## src/rtl/multicycle_controller.sv

```systemverilog
// Multi-cycle RV32I controller: sequences FETCH/DECODE/EXEC/MEM/WB, handshakes with
// multi-cycle instruction/data memories, counts retired instructions and traps sticky.
module multicycle_controller #(
    parameter int CNT_W   = 32,
    parameter int TIMEOUT = 0
) (
    input  logic             clk,
    input  logic             reset,
    input  logic [31:0]      inst,
    input  logic             br_taken,
    input  logic             imem_ready,
    input  logic             dmem_ready,
    output logic             imem_req,
    output logic             dmem_req,
    output logic             dmem_we,
    output logic             ir_wr,
    output logic             pc_wr,
    output logic             reg_wr,
    output logic             sel_A,
    output logic             sel_B,
    output logic [3:0]       alu_op,
    output logic [1:0]       wb_sel,
    output logic [2:0]       br_type,
    output logic             trap,
    output logic [1:0]       trap_cause,
    output logic [CNT_W-1:0] instret
);

    typedef enum logic [2:0] {
        S_FETCH, S_DECODE, S_EXEC, S_MEM, S_WB, S_TRAP
    } state_t;

    typedef enum logic [3:0] {
        C_ALU_R, C_ALU_I, C_LUI, C_AUIPC, C_BRANCH,
        C_JAL, C_JALR, C_LOAD, C_STORE, C_ILLEGAL
    } iclass_t;

    localparam logic [3:0] ALU_ADD    = 4'd0;
    localparam logic [3:0] ALU_SUB    = 4'd1;
    localparam logic [3:0] ALU_SLL    = 4'd2;
    localparam logic [3:0] ALU_SLT    = 4'd3;
    localparam logic [3:0] ALU_SLTU   = 4'd4;
    localparam logic [3:0] ALU_XOR    = 4'd5;
    localparam logic [3:0] ALU_SRL    = 4'd6;
    localparam logic [3:0] ALU_SRA    = 4'd7;
    localparam logic [3:0] ALU_OR     = 4'd8;
    localparam logic [3:0] ALU_AND    = 4'd9;
    localparam logic [3:0] ALU_PASS_B = 4'd10;

    localparam logic [2:0] BR_NEVER  = 3'b010;
    localparam logic [2:0] BR_ALWAYS = 3'b011;

    localparam int WCNT_W = (TIMEOUT > 0) ? $clog2(TIMEOUT + 1) : 1;

    state_t            state, state_next;
    iclass_t           cls;
    logic              run;
    logic [WCNT_W-1:0] wait_cnt;
    logic              waiting, timed_out;
    logic [1:0]        cause_next;
    logic              reg_wr_raw;
    logic [3:0]        dec_alu;

    logic [6:0] opcode;
    logic [2:0] funct3;
    logic [6:0] funct7;
    logic [4:0] rd;
    logic       unused_bits;

    assign opcode      = inst[6:0];
    assign rd          = inst[11:7];
    assign funct3      = inst[14:12];
    assign funct7      = inst[31:25];
    assign unused_bits = &{1'b0, br_taken, inst[24:15]};

    function automatic logic [3:0] alu_of(input logic [2:0] f3, input logic alt);
        case (f3)
            3'b000:  alu_of = alt ? ALU_SUB : ALU_ADD;
            3'b001:  alu_of = ALU_SLL;
            3'b010:  alu_of = ALU_SLT;
            3'b011:  alu_of = ALU_SLTU;
            3'b100:  alu_of = ALU_XOR;
            3'b101:  alu_of = alt ? ALU_SRA : ALU_SRL;
            3'b110:  alu_of = ALU_OR;
            default: alu_of = ALU_AND;
        endcase
    endfunction

    // Instruction classification; anything not listed here is illegal.
    always_comb begin
        cls     = C_ILLEGAL;
        dec_alu = ALU_ADD;
        case (opcode)
            7'b0110011: begin
                if (funct7 == 7'b0000000 ||
                    (funct7 == 7'b0100000 && (funct3 == 3'b000 || funct3 == 3'b101)))
                    cls = C_ALU_R;
                dec_alu = alu_of(funct3, funct7[5]);
            end
            7'b0010011: begin
                if (funct3 == 3'b001) begin
                    if (funct7 == 7'b0000000) cls = C_ALU_I;
                end else if (funct3 == 3'b101) begin
                    if (funct7 == 7'b0000000 || funct7 == 7'b0100000) cls = C_ALU_I;
                end else begin
                    cls = C_ALU_I;
                end
                dec_alu = alu_of(funct3, (funct3 == 3'b101) && funct7[5]);
            end
            7'b0110111: begin
                cls     = C_LUI;
                dec_alu = ALU_PASS_B;
            end
            7'b0010111: cls = C_AUIPC;
            7'b1100011: if (funct3 != 3'b010 && funct3 != 3'b011) cls = C_BRANCH;
            7'b1101111: cls = C_JAL;
            7'b1100111: if (funct3 == 3'b000) cls = C_JALR;
            7'b0000011: if (funct3 != 3'b011 && funct3 != 3'b110 && funct3 != 3'b111) cls = C_LOAD;
            7'b0100011: if (funct3 == 3'b000 || funct3 == 3'b001 || funct3 == 3'b010) cls = C_STORE;
            default:    cls = C_ILLEGAL;
        endcase
    end

    // Timeout fires when the registered count already equals TIMEOUT and ready is still low.
    assign waiting   = (state == S_FETCH && run && !imem_ready) || (state == S_MEM && !dmem_ready);
    assign timed_out = (TIMEOUT > 0) && (wait_cnt == WCNT_W'(TIMEOUT));

    always_ff @(posedge clk or negedge reset) begin
        if (!reset) begin
            state      <= S_FETCH;
            run        <= 1'b0;
            wait_cnt   <= '0;
            trap_cause <= 2'd0;
            instret    <= '0;
        end else begin
            run   <= 1'b1;
            state <= state_next;
            if (state_next != state)
                wait_cnt <= '0;
            else if (waiting && !timed_out)
                wait_cnt <= wait_cnt + WCNT_W'(1);
            if (state_next == S_TRAP && state != S_TRAP)
                trap_cause <= cause_next;
            if (pc_wr)
                instret <= instret + CNT_W'(1);
        end
    end

    always_comb begin
        state_next = state;
        cause_next = 2'd0;
        imem_req   = 1'b0;
        dmem_req   = 1'b0;
        dmem_we    = 1'b0;
        ir_wr      = 1'b0;
        pc_wr      = 1'b0;
        reg_wr_raw = 1'b0;
        sel_A      = 1'b0;
        sel_B      = 1'b0;
        alu_op     = ALU_ADD;
        wb_sel     = 2'd0;
        br_type    = 3'b000;
        case (state)
            S_FETCH: begin
                if (run) begin
                    imem_req = 1'b1;
                    if (imem_ready) begin
                        ir_wr      = 1'b1;
                        state_next = S_DECODE;
                    end else if (timed_out) begin
                        state_next = S_TRAP;
                        cause_next = 2'd2;
                    end
                end
            end
            S_DECODE: begin
                if (cls == C_ILLEGAL) begin
                    state_next = S_TRAP;
                    cause_next = 2'd1;
                end else begin
                    state_next = S_EXEC;
                end
            end
            S_EXEC: begin
                alu_op     = dec_alu;
                br_type    = BR_NEVER;
                state_next = S_FETCH;
                case (cls)
                    C_ALU_R: begin
                        reg_wr_raw = 1'b1;
                        pc_wr      = 1'b1;
                    end
                    C_ALU_I, C_LUI: begin
                        sel_B      = 1'b1;
                        reg_wr_raw = 1'b1;
                        pc_wr      = 1'b1;
                    end
                    C_AUIPC: begin
                        sel_A      = 1'b1;
                        sel_B      = 1'b1;
                        reg_wr_raw = 1'b1;
                        pc_wr      = 1'b1;
                    end
                    C_BRANCH: begin
                        sel_A   = 1'b1;
                        sel_B   = 1'b1;
                        br_type = funct3;
                        pc_wr   = 1'b1;
                    end
                    C_JAL, C_JALR: begin
                        sel_A      = (cls == C_JAL);
                        sel_B      = 1'b1;
                        wb_sel     = 2'd2;
                        reg_wr_raw = 1'b1;
                        br_type    = BR_ALWAYS;
                        pc_wr      = 1'b1;
                    end
                    C_LOAD, C_STORE: begin
                        sel_B      = 1'b1;
                        state_next = S_MEM;
                    end
                    default: begin
                        state_next = S_TRAP;
                        cause_next = 2'd1;
                    end
                endcase
            end
            S_MEM: begin
                dmem_req = 1'b1;
                dmem_we  = (cls == C_STORE);
                sel_B    = 1'b1;
                br_type  = BR_NEVER;
                if (dmem_ready) begin
                    if (cls == C_STORE) begin
                        pc_wr      = 1'b1;
                        state_next = S_FETCH;
                    end else begin
                        state_next = S_WB;
                    end
                end else if (timed_out) begin
                    state_next = S_TRAP;
                    cause_next = 2'd3;
                end
            end
            S_WB: begin
                reg_wr_raw = 1'b1;
                wb_sel     = 2'd1;
                pc_wr      = 1'b1;
                br_type    = BR_NEVER;
                state_next = S_FETCH;
            end
            default: state_next = S_TRAP;
        endcase
    end

    assign reg_wr = reg_wr_raw && (rd != 5'd0);
    assign trap   = (state == S_TRAP);

endmodule

```

## config.mk

```make
export PLATFORM = sky130hd
export DESIGN_NAME = multicycle_controller
export DESIGN_NICKNAME = d
export VERILOG_FILES = /design/src/rtl/multicycle_controller.sv
export SDC_FILE = /design/constraint.sdc
export NUM_CORES = 1
export LEC_CHECK = 0
export CAP_MARGIN = 30
export CORE_AREA = 2 2 102 104
export CTS_CLUSTER_SIZE = 14
export DETAILED_ROUTE_END_ITERATION = 8
export DIE_AREA = 0 0 104 106
export DONT_BUFFER_PORTS = 1
export HOLD_SLACK_MARGIN = 0.03
export PLACE_DENSITY = 0.44
export SKIP_CTS_REPAIR_TIMING = 1
export SLEW_MARGIN = 30
export SYNTH_ARGS = -nofsm -noshare
export SYNTH_HDL_FRONTEND = slang
export SYNTH_SLANG_ARGS = --single-unit
```

## constraint.sdc

```tcl
create_clock -name clk -period 2 [get_ports clk]
set_input_delay 0.2 -clock clk [delete_from_list [all_inputs] [get_ports clk]]
set_output_delay 0.2 -clock clk [all_outputs]
set_load 0.05 [all_outputs]
```

**Word-level counts from Yosys, hierarchy flattened**

Index checks and enable logic that the tools add are counted.

- Add/sub/neg operators: 1
- Equal/unequal tests: 36
- Muxes and demuxes: 49
- Reductions and logical operators: 25

Operators with widths:

| operator | number |
|---|---|
| 4-bit one-hot mux with 7 select lines | 2 |
| 4-bit 2-to-1 mux | 9 |
| 4-bit one-hot mux with 9 select lines | 1 |
| 32-bit by 1-bit adder with 32-bit output (second input constant) | 1 |
| 7-bit by 6-bit equality test with 1-bit output (second input constant) | 4 |
| 7-bit equality test (second input constant) | 3 |
| 1-bit 2-to-1 mux | 20 |
| 3-bit equality test (second input constant) | 6 |
| 3-bit one-hot mux with 2 select lines | 3 |
| 4-bit by 3-bit equality test with 1-bit output (second input constant) | 4 |
| 3-bit 2-to-1 mux | 5 |
| 3-bit one-hot mux with 5 select lines | 1 |
| 7-bit by 5-bit equality test with 1-bit output (second input constant) | 2 |
| 3-bit by 2-bit equality test with 1-bit output (second input constant) | 4 |
| 4-bit one-hot mux with 3 select lines | 1 |
| 3-bit != test (second input constant) | 3 |
| 9-bit OR reduction | 1 |
| 4-bit by 2-bit equality test with 1-bit output (second input constant) | 2 |
| 4-bit equality test (second input constant) | 2 |
| 1-bit one-hot mux with 2 select lines | 4 |
| 2-bit OR reduction | 4 |
| 8-bit OR reduction | 1 |
| 7-bit by 2-bit equality test with 1-bit output (second input constant) | 1 |
| 1-bit logical AND | 7 |
| 13 further kinds | 20 |

- Register bits after elaboration: 38
- Input port bits: 37
- Output and inout bits: 52
- Logic and storage cells: 115

**Longest topological paths before layout**

Gate-level depths: netlist of the first run.

- Depth after elaboration: 12
- Mapped depth: 10
- Depth with buffers taken out: 8

**Worst setup path after synthesis of the first run**

No wires, ideal clock.

- Kind: reg2out
- From: register state[1]
- To: output port ir_wr
- Data arrival time: 2869 ps
- Data required time: 1800 ps
- Path slack: -1069 ps
- Stages on the path, launching flop included: 5
- Path buffers: 1
- Path through: dfrtp_1 clkbuf_1 nor4b_1 nand2_1 inv_1

- Word-level cells in the longest chain between the ends: 2

Ends and longest elaborated chain:

| element | RTL line | RTL |
|---|---|---|
| from (decl) | 55 | `state_t state, state_next;` |
| from (signal assigned) | 137 | `state <= state_next;` |
| 3-bit zero test | 163 | `case (state)` |
| 1-bit 2-to-1 mux | 163 |  |
| to (decl) | 16 | `output logic ir_wr,` |

Every way passes these cells.

**Worst setup path after layout of the first run**

- From: input port inst[26]
- To: output port pc_wr

- Word-level cells in the longest chain between the ends: 10
- Elaborated cells between the ends (all ways): 24
- Those cells by class: 8 x eq/ne; 10 x mux; 6 x reduce/logical

Ends and longest elaborated chain:

| element | RTL line | RTL |
|---|---|---|
| from (decl) | 9 | `input logic [31:0] inst,` |
| 7-bit by 6-bit equality test with 1-bit output / 7-bit zero test (equally long branches) | -- |  |
| 1-bit logical OR | 104 | `if (funct7 == 7'b0000000 \|\| funct7 == 7'b0100000) cls = C_ALU_I;` |
| 4-bit 2-to-1 mux | 104 |  |
| 4-bit 2-to-1 mux | 103 | `end else if (funct3 == 3'b101) begin` |
| 4-bit 2-to-1 mux | 101 | `if (funct3 == 3'b001) begin` |
| 4-bit one-hot mux with 9 select lines * | 93 | `case (opcode)` |
| 4-bit by 3-bit equality test with 1-bit output (tied with other cells) | 188 | `case (cls)` |
| 7-bit OR reduction (no source line) / 1-bit 2-to-1 mux (equally long branches) | -- |  |
| 1-bit 2-to-1 mux (on tied branches) | 188, 233 |  |
| 1-bit one-hot mux with 3 select lines * | 163 |  |
| to (decl) | 17 | `output logic pc_wr,` |

Mark *: on every way between the ends. The rest lies on a longest branch, timed or not.

==> results of run 1 <==
==> layout make-up <==
type | count | area [sq um]
fill | 1032 | 6056
clock buffer | 7 | 86.33
clock inverter | 1 | 30.03
inverter | 8 | 42.54
timing repair buffer | 95 | 893.4
multi-input combinational | 212 | 1784
tap | 136 | 170.2
sequential | 37 | 937.1
==> cell usage after synthesis (all sizes together), types with 2 or more instances <==
master	count	area, sq um
dfrtp	37	925.9
nand2	23	86.33
xor2	23	201.4
nor2	21	81.33
nor3	17	85.08
nand4	12	75.07
o21ai	11	55.05
xnor2	10	87.58
a21oi	9	45.04
nand3	9	45.04
buf	8	55.05
inv	8	30.03
nor4	8	56.30
nand2b	7	43.79
nor4b	7	61.31
clkbuf	6	23.77
and2	5	31.28
and3b	4	35.03
and4	4	35.03
a311oi	3	26.28
nor3b	3	22.52
o2111ai	3	32.53
a2111oi	2	23.77
a211oi	2	15.01
a21boi	2	15.01
and3	2	12.51
conb	2	7.510
nand3b	2	15.01
o22ai	2	12.51
==> critical path: cells and delay by family <==
family | cells | cell delay (ns)
compound gates | 4 | 0.88
simple gates | 1 | 0.35
buf+inv | 3 | 0.35
==> routing by layer <==
metal / part of all wire / vias to the layer above
met5: 0 / -
met4: 0.0053 / 0
met3: 0.055 / 2
met2: 0.47 / 63
met1: 0.47 / 1133
li1: - / 1167
==> stage by stage <==
stage | TNS, ns | utilization | area (sq um)
detailed placement | -6.984 | 0.3575 | 3575
CTS | -0.3345 | 0.3691 | 3691
global placement | -5.402 | 0.3575 | 3575
global route | -0.3671 | 0.3944 | 3944
floorplan | -4.588 | - | 2771
finish | 0 | 0.3944 | 3944
==> flip-flops by register name, indices dropped and copies added (netlist names) <==
name,flops
state,3
trap_cause,1
run,1
instret,32
==> power breakdown <==
group | total, mW | switching (mW) | internal, mW
Sequential | 0.753 | 0.00374 | 0.749
Clock | 0.671 | 0.264 | 0.407
Combinational | 0.122 | 0.0658 | 0.0564
Total | 1.55 | 0.334 | 1.21
==> cells by family after synthesis <==
logic type,Yosys count,synth area share
compound gates,44,0.1306
xor+xnor,33,0.1197
fa+ha+maj,1,0.005181
buf+inv,22,0.04508
flops,37,0.3834
mux,1,0.004663
other cells,2,0.003110
simple gates,131,0.3083
==> worst min path at each step <==
stage / startpoint / to / cells past startpoint
after floorplan: reset / instret[0] / 0
after global placement: reset / instret[9] / 0
after detailed placement: reset / instret[9] / 0
after CTS: reset / instret[28] / 0
after global routing: dmem_ready / state[1] / 2
final: dmem_ready / state[1] / 2
==> impl_metrics.yaml, run 1 <==
sta:
  fmax_ghz: 0.5031
  fin_skew_ns: 0.006426
  maxSlewHeadroom: 0.6554
  rsz0062_at_grt: "yes"
  post-route-min-period_ns: 1.988
  setup_viol: 0
  tightest_slew_ns: 0.5169
  hold_viol: 0
  fin_crit_sh: 0.9939
  timing.final.ws_setup_ns: 0.01224
  final_max_slew_viol_count: 0
  hold_ws_ns: 0.1289
clocking:
  clockBufferDepth: 2
  clock-root-buffer: "clkbuf_8"
  cts_sinks: 37
  numCtsBuffers: 5
  cts_tree: "yes"
  clk_latency_ns: 0.28
  clkTransAtPathRegs_ns: 0.07
  ctsHtreeMaxLevel: 2
placed_design:
  place_congestion: 0.7793
  dpl.hpwl_um: 5513
  pre_cts_ws_ns: -0.3048
  dp.cells: 474
  portBuffers: 0
drt:
  ant_nets: 0
  drc_errors: 0
  avgRoutedWirePerCell_um: 14.82
  drtIter0Drc: 48
  dr.pass1.iters: 4
  vias_per_cell: 4.768
  vias: 2365
  wl_um: 7352
final_layout:
  final_cells: 496
  nets: 397
  area_growth_pct: 63.32
  drive_above_1_share: 0.4639
  layout_commonest_cell: "buf_4"
  final_cell_mix: "78 x buf_4, 28 x dfrtp_1, 23 x xor2_1"
  antenna_cells: 0
synthesis:
  synth_area_sq_mm: 0.002415
  syn_nets: 309
  synth_edf_count: 0
  synth-seq-area-share: 0.3834
  synth-seq-cells: 37
  avgSynthCellArea_sq_um: 8.911
  async_flop_share: 1.000
  synthCells: 271
  yosysUniqueCellTypes: 58
  synth_warnings: 0
  synth_top_flop_cell: "dfrtp_1"
setup_path:
  cp-end-kind: "output pin"
  crit_end: "pc_wr"
  rrSetupSlack_ns: 0.08
  slowest_delay_ns: 0.35
  r2r_end: "instret[23]"
  cp-start-kind: "primary input"
  crit_chain: "nor4_4 -> a311oi_2 -> o21ai_2 -> o2111ai_4 -> o311a_4 -> buf_12 -> inv_12 -> buf_12"
  reg2regPathDepth: 7
  cp-startpoint: "inst[26]"
  cp.arrival_ns: 1.79
  cpMaxStageDelayCell: "nor4_4"
  r2r_start: "state[0]"
  worstSetupPathType: "primary input to output pin"
  required_ns: 1.80
  path_max_fanout: 10
  path_common_cell: "buf_12"
power:
  power_leakage_nw: 1.617
  power-per-cell-area_mw_per_mm2: 392.0
  ir_drop_mv: 0.2085
  total_power_mw: 1.546
global_route:
  grt_pass1_vias: 2293
  grt.overflow.total: 0
  met3_usage: 0.03311
  grt_pass1_wl_um: 11990
  grt-busiest-layer: "met2"
  grt_use_met2: 0.2148
  grt_max_degree: 38
  gr-usage-met1: 0.1830
  grt.total_usage: 0.1335
  antenna_found_initial: 0
floorplan:
  rows: 37
  core_sq_mm: 0.01000
  dieArea_sq_mm: 0.01102
  fp.dieW_um: 104
  die_h_um: 106
  initial_core_util: 0.2415
  pin_count: 89
status:
  status: "finished clean"
worst_hold_path:
  hold_path_class: "primary input to flop"
job:
  maxCapViolations: 0
Note: power is estimated with default switching activity, not from simulation.
==> run 2, diff against run 1 <==
Settings changed: CORE_AREA 2 2 102 104 to 2 2 81 83, DIE_AREA 0 0 104 106 to 0 0 83 85, PLACE_DENSITY 0.44 to 0.6.
==> impl_metrics.yaml, run 2 (synthesis results as in run 1) <==
sta:
  tightest_slew_ns: 0.6069
  setup_viol: 1
  post-route-min-period_ns: 2.013
  timing.final.ws_setup_ns: -0.01294
  fin_skew_ns: 0.01189
  final_max_slew_viol_count: 0
  hold_viol: 0
  rsz0062_at_grt: "yes"
  maxSlewHeadroom: 0.5903
  fmax_ghz: 0.4968
  fin_crit_sh: 1.006
  hold_ws_ns: 0.1039
final_layout:
  largest_reg_flops: 32
  antenna_cells: 0
  top_register: "instret"
  final_cell_mix: "79 x buf_4, 27 x dfrtp_1, 23 x xor2_1"
  design_area_sq_mm: 0.003871
  reg.largest.list: "instret x32, state x3"
  drive_above_1_share: 0.4847
  nets: 396
  final_cells: 436
  area_growth_pct: 60.31
  layout_commonest_cell: "buf_4"
clocking:
  clock-root-buffer: "clkbuf_8"
  cts_tree: "yes"
  clk_latency_ns: 0.29
  cts_sinks: 37
  ctsHtreeMaxLevel: 2
  clkTransAtPathRegs_ns: 0.08
  numCtsBuffers: 5
  clockBufferDepth: 2
setup_path:
  worstSetupPathType: "primary input to output pin"
  r2r_start: "state[2]"
  rrSetupSlack_ns: 0.09
  reg2regPathDepth: 8
  r2r_end: "instret[21]"
  cp.arrival_ns: 1.81
  required_ns: 1.80
  path_max_fanout: 3
  cp-start-kind: "primary input"
  cp-end-kind: "output pin"
global_route:
  antenna_found_initial: 0
  grt.overflow.total: 0
  grt_pass1_vias: 2305
  grt_pass1_wl_um: 10950
  grt.total_usage: 0.1880
  grt_max_degree: 38
placed_design:
  dp.cells: 415
  place_area_sq_mm: 0.003501
  dpl.hpwl_um: 5167
  portBuffers: 0
  place_congestion: 0.8567
power:
  total_power_mw: 1.422
  p_comb_frac: 0.085
  p_clk_frac: 0.386
  power_leakage_nw: 1.657
  power-per-cell-area_mw_per_mm2: 367.4
  power.switching_mw: 0.3403
  ir_drop_mv: 0.3524
  internal_power_mw: 1.082
  p_seq_frac: 0.529
  swShare: 0.2393
drt:
  vias_per_cell: 5.537
  ant_nets: 0
  drtIter0Drc: 96
  avgRoutedWirePerCell_um: 15.80
  dr.pass1.iters: 4
  wl_um: 6889
  drc_errors: 0
  vias: 2414
floorplan:
  core_sq_mm: 0.006205
  pin_count: 89
  fp.dieW_um: 83
  rows: 29
  die_h_um: 85
  initial_core_util: 0.3892
  dieArea_sq_mm: 0.007055
status:
  failed_checks: "negative setup slack"
  status: "finished, violations left"
worst_hold_path:
  worstHoldStart: "dmem_ready"
  hold_path_class: "primary input to flop"
  holdPathEnd: "state[1]"
  min_path_cells: 2
job:
  maxCapViolations: 0
==> run 2: final cells by class <==
class	instances	area, sq um
clock buffer	6	82.58
timing repair buffer	94	865.8
multi-input combinational	212	1832
tap	77	96.34
inverter	8	42.54
fill	512	2333
clock inverter	2	13.76
sequential	37	938.4
==> run 2: power groups by stage <==
stage,Combinational [mW],Clock [mW],Sequential [mW]
after CTS,0.0921,0.563,0.753
after detailed placement,0.0917,0,0.768
after global routing,0.132,0.593,0.753
final,0.120,0.549,0.753
after floorplan,0.0877,0,0.767
after global placement,0.0906,0,0.768
==> run 2: worst max path at each step <==
stage | from | to | slack (ns) | cells after the start
floorplan | state[1] | ir_wr | -0.28 | 4
global placement | inst[27] | instret[23] | -0.24 | 8
detailed placement | inst[27] | instret[23] | -0.29 | 8
CTS | inst[27] | pc_wr | -0.21 | 8
global route | inst[26] | sel_B | -0.07 | 8
finish | inst[26] | sel_B | -0.01 | 8
==> run 2: stage by stage <==
step	utilization	setup TNS [ns]	worst slack, ns
2_1_floorplan	-	-4.588	-0.2774
3_3_place_gp	0.5642	-4.439	-0.2380
3_5_place_dp	0.5642	-5.380	-0.2859
4_1_cts	0.5798	-0.7825	-0.2122
5_1_grt	0.6239	-0.4348	-0.06886
6_report	0.6239	-0.01294	-0.01294
==> run 2: per-layer routing <==
layer | track usage | part of all wire
met5 | 0 | 0
met4 | 0.06110 | 0.017
met3 | 0.05156 | 0.056
met2 | 0.3226 | 0.50
met1 | 0.2300 | 0.43
==> run 2: critical path: stages <==
cell and delay, ns:
nor4_4 0.35, a2111oi_4 0.14, buf_4 0.17, nor4_4 0.31
nand2_2 0.14, xnor2_2 0.18, a21oi_4 0.18, buf_12 0.15
==> run 3, diff against run 2 <==
Settings changed: GPL_ROUTABILITY_DRIVEN set to 0.
==> results of run 3 <==
The final DEF is identical to that of run 2; final timing and power are the same.
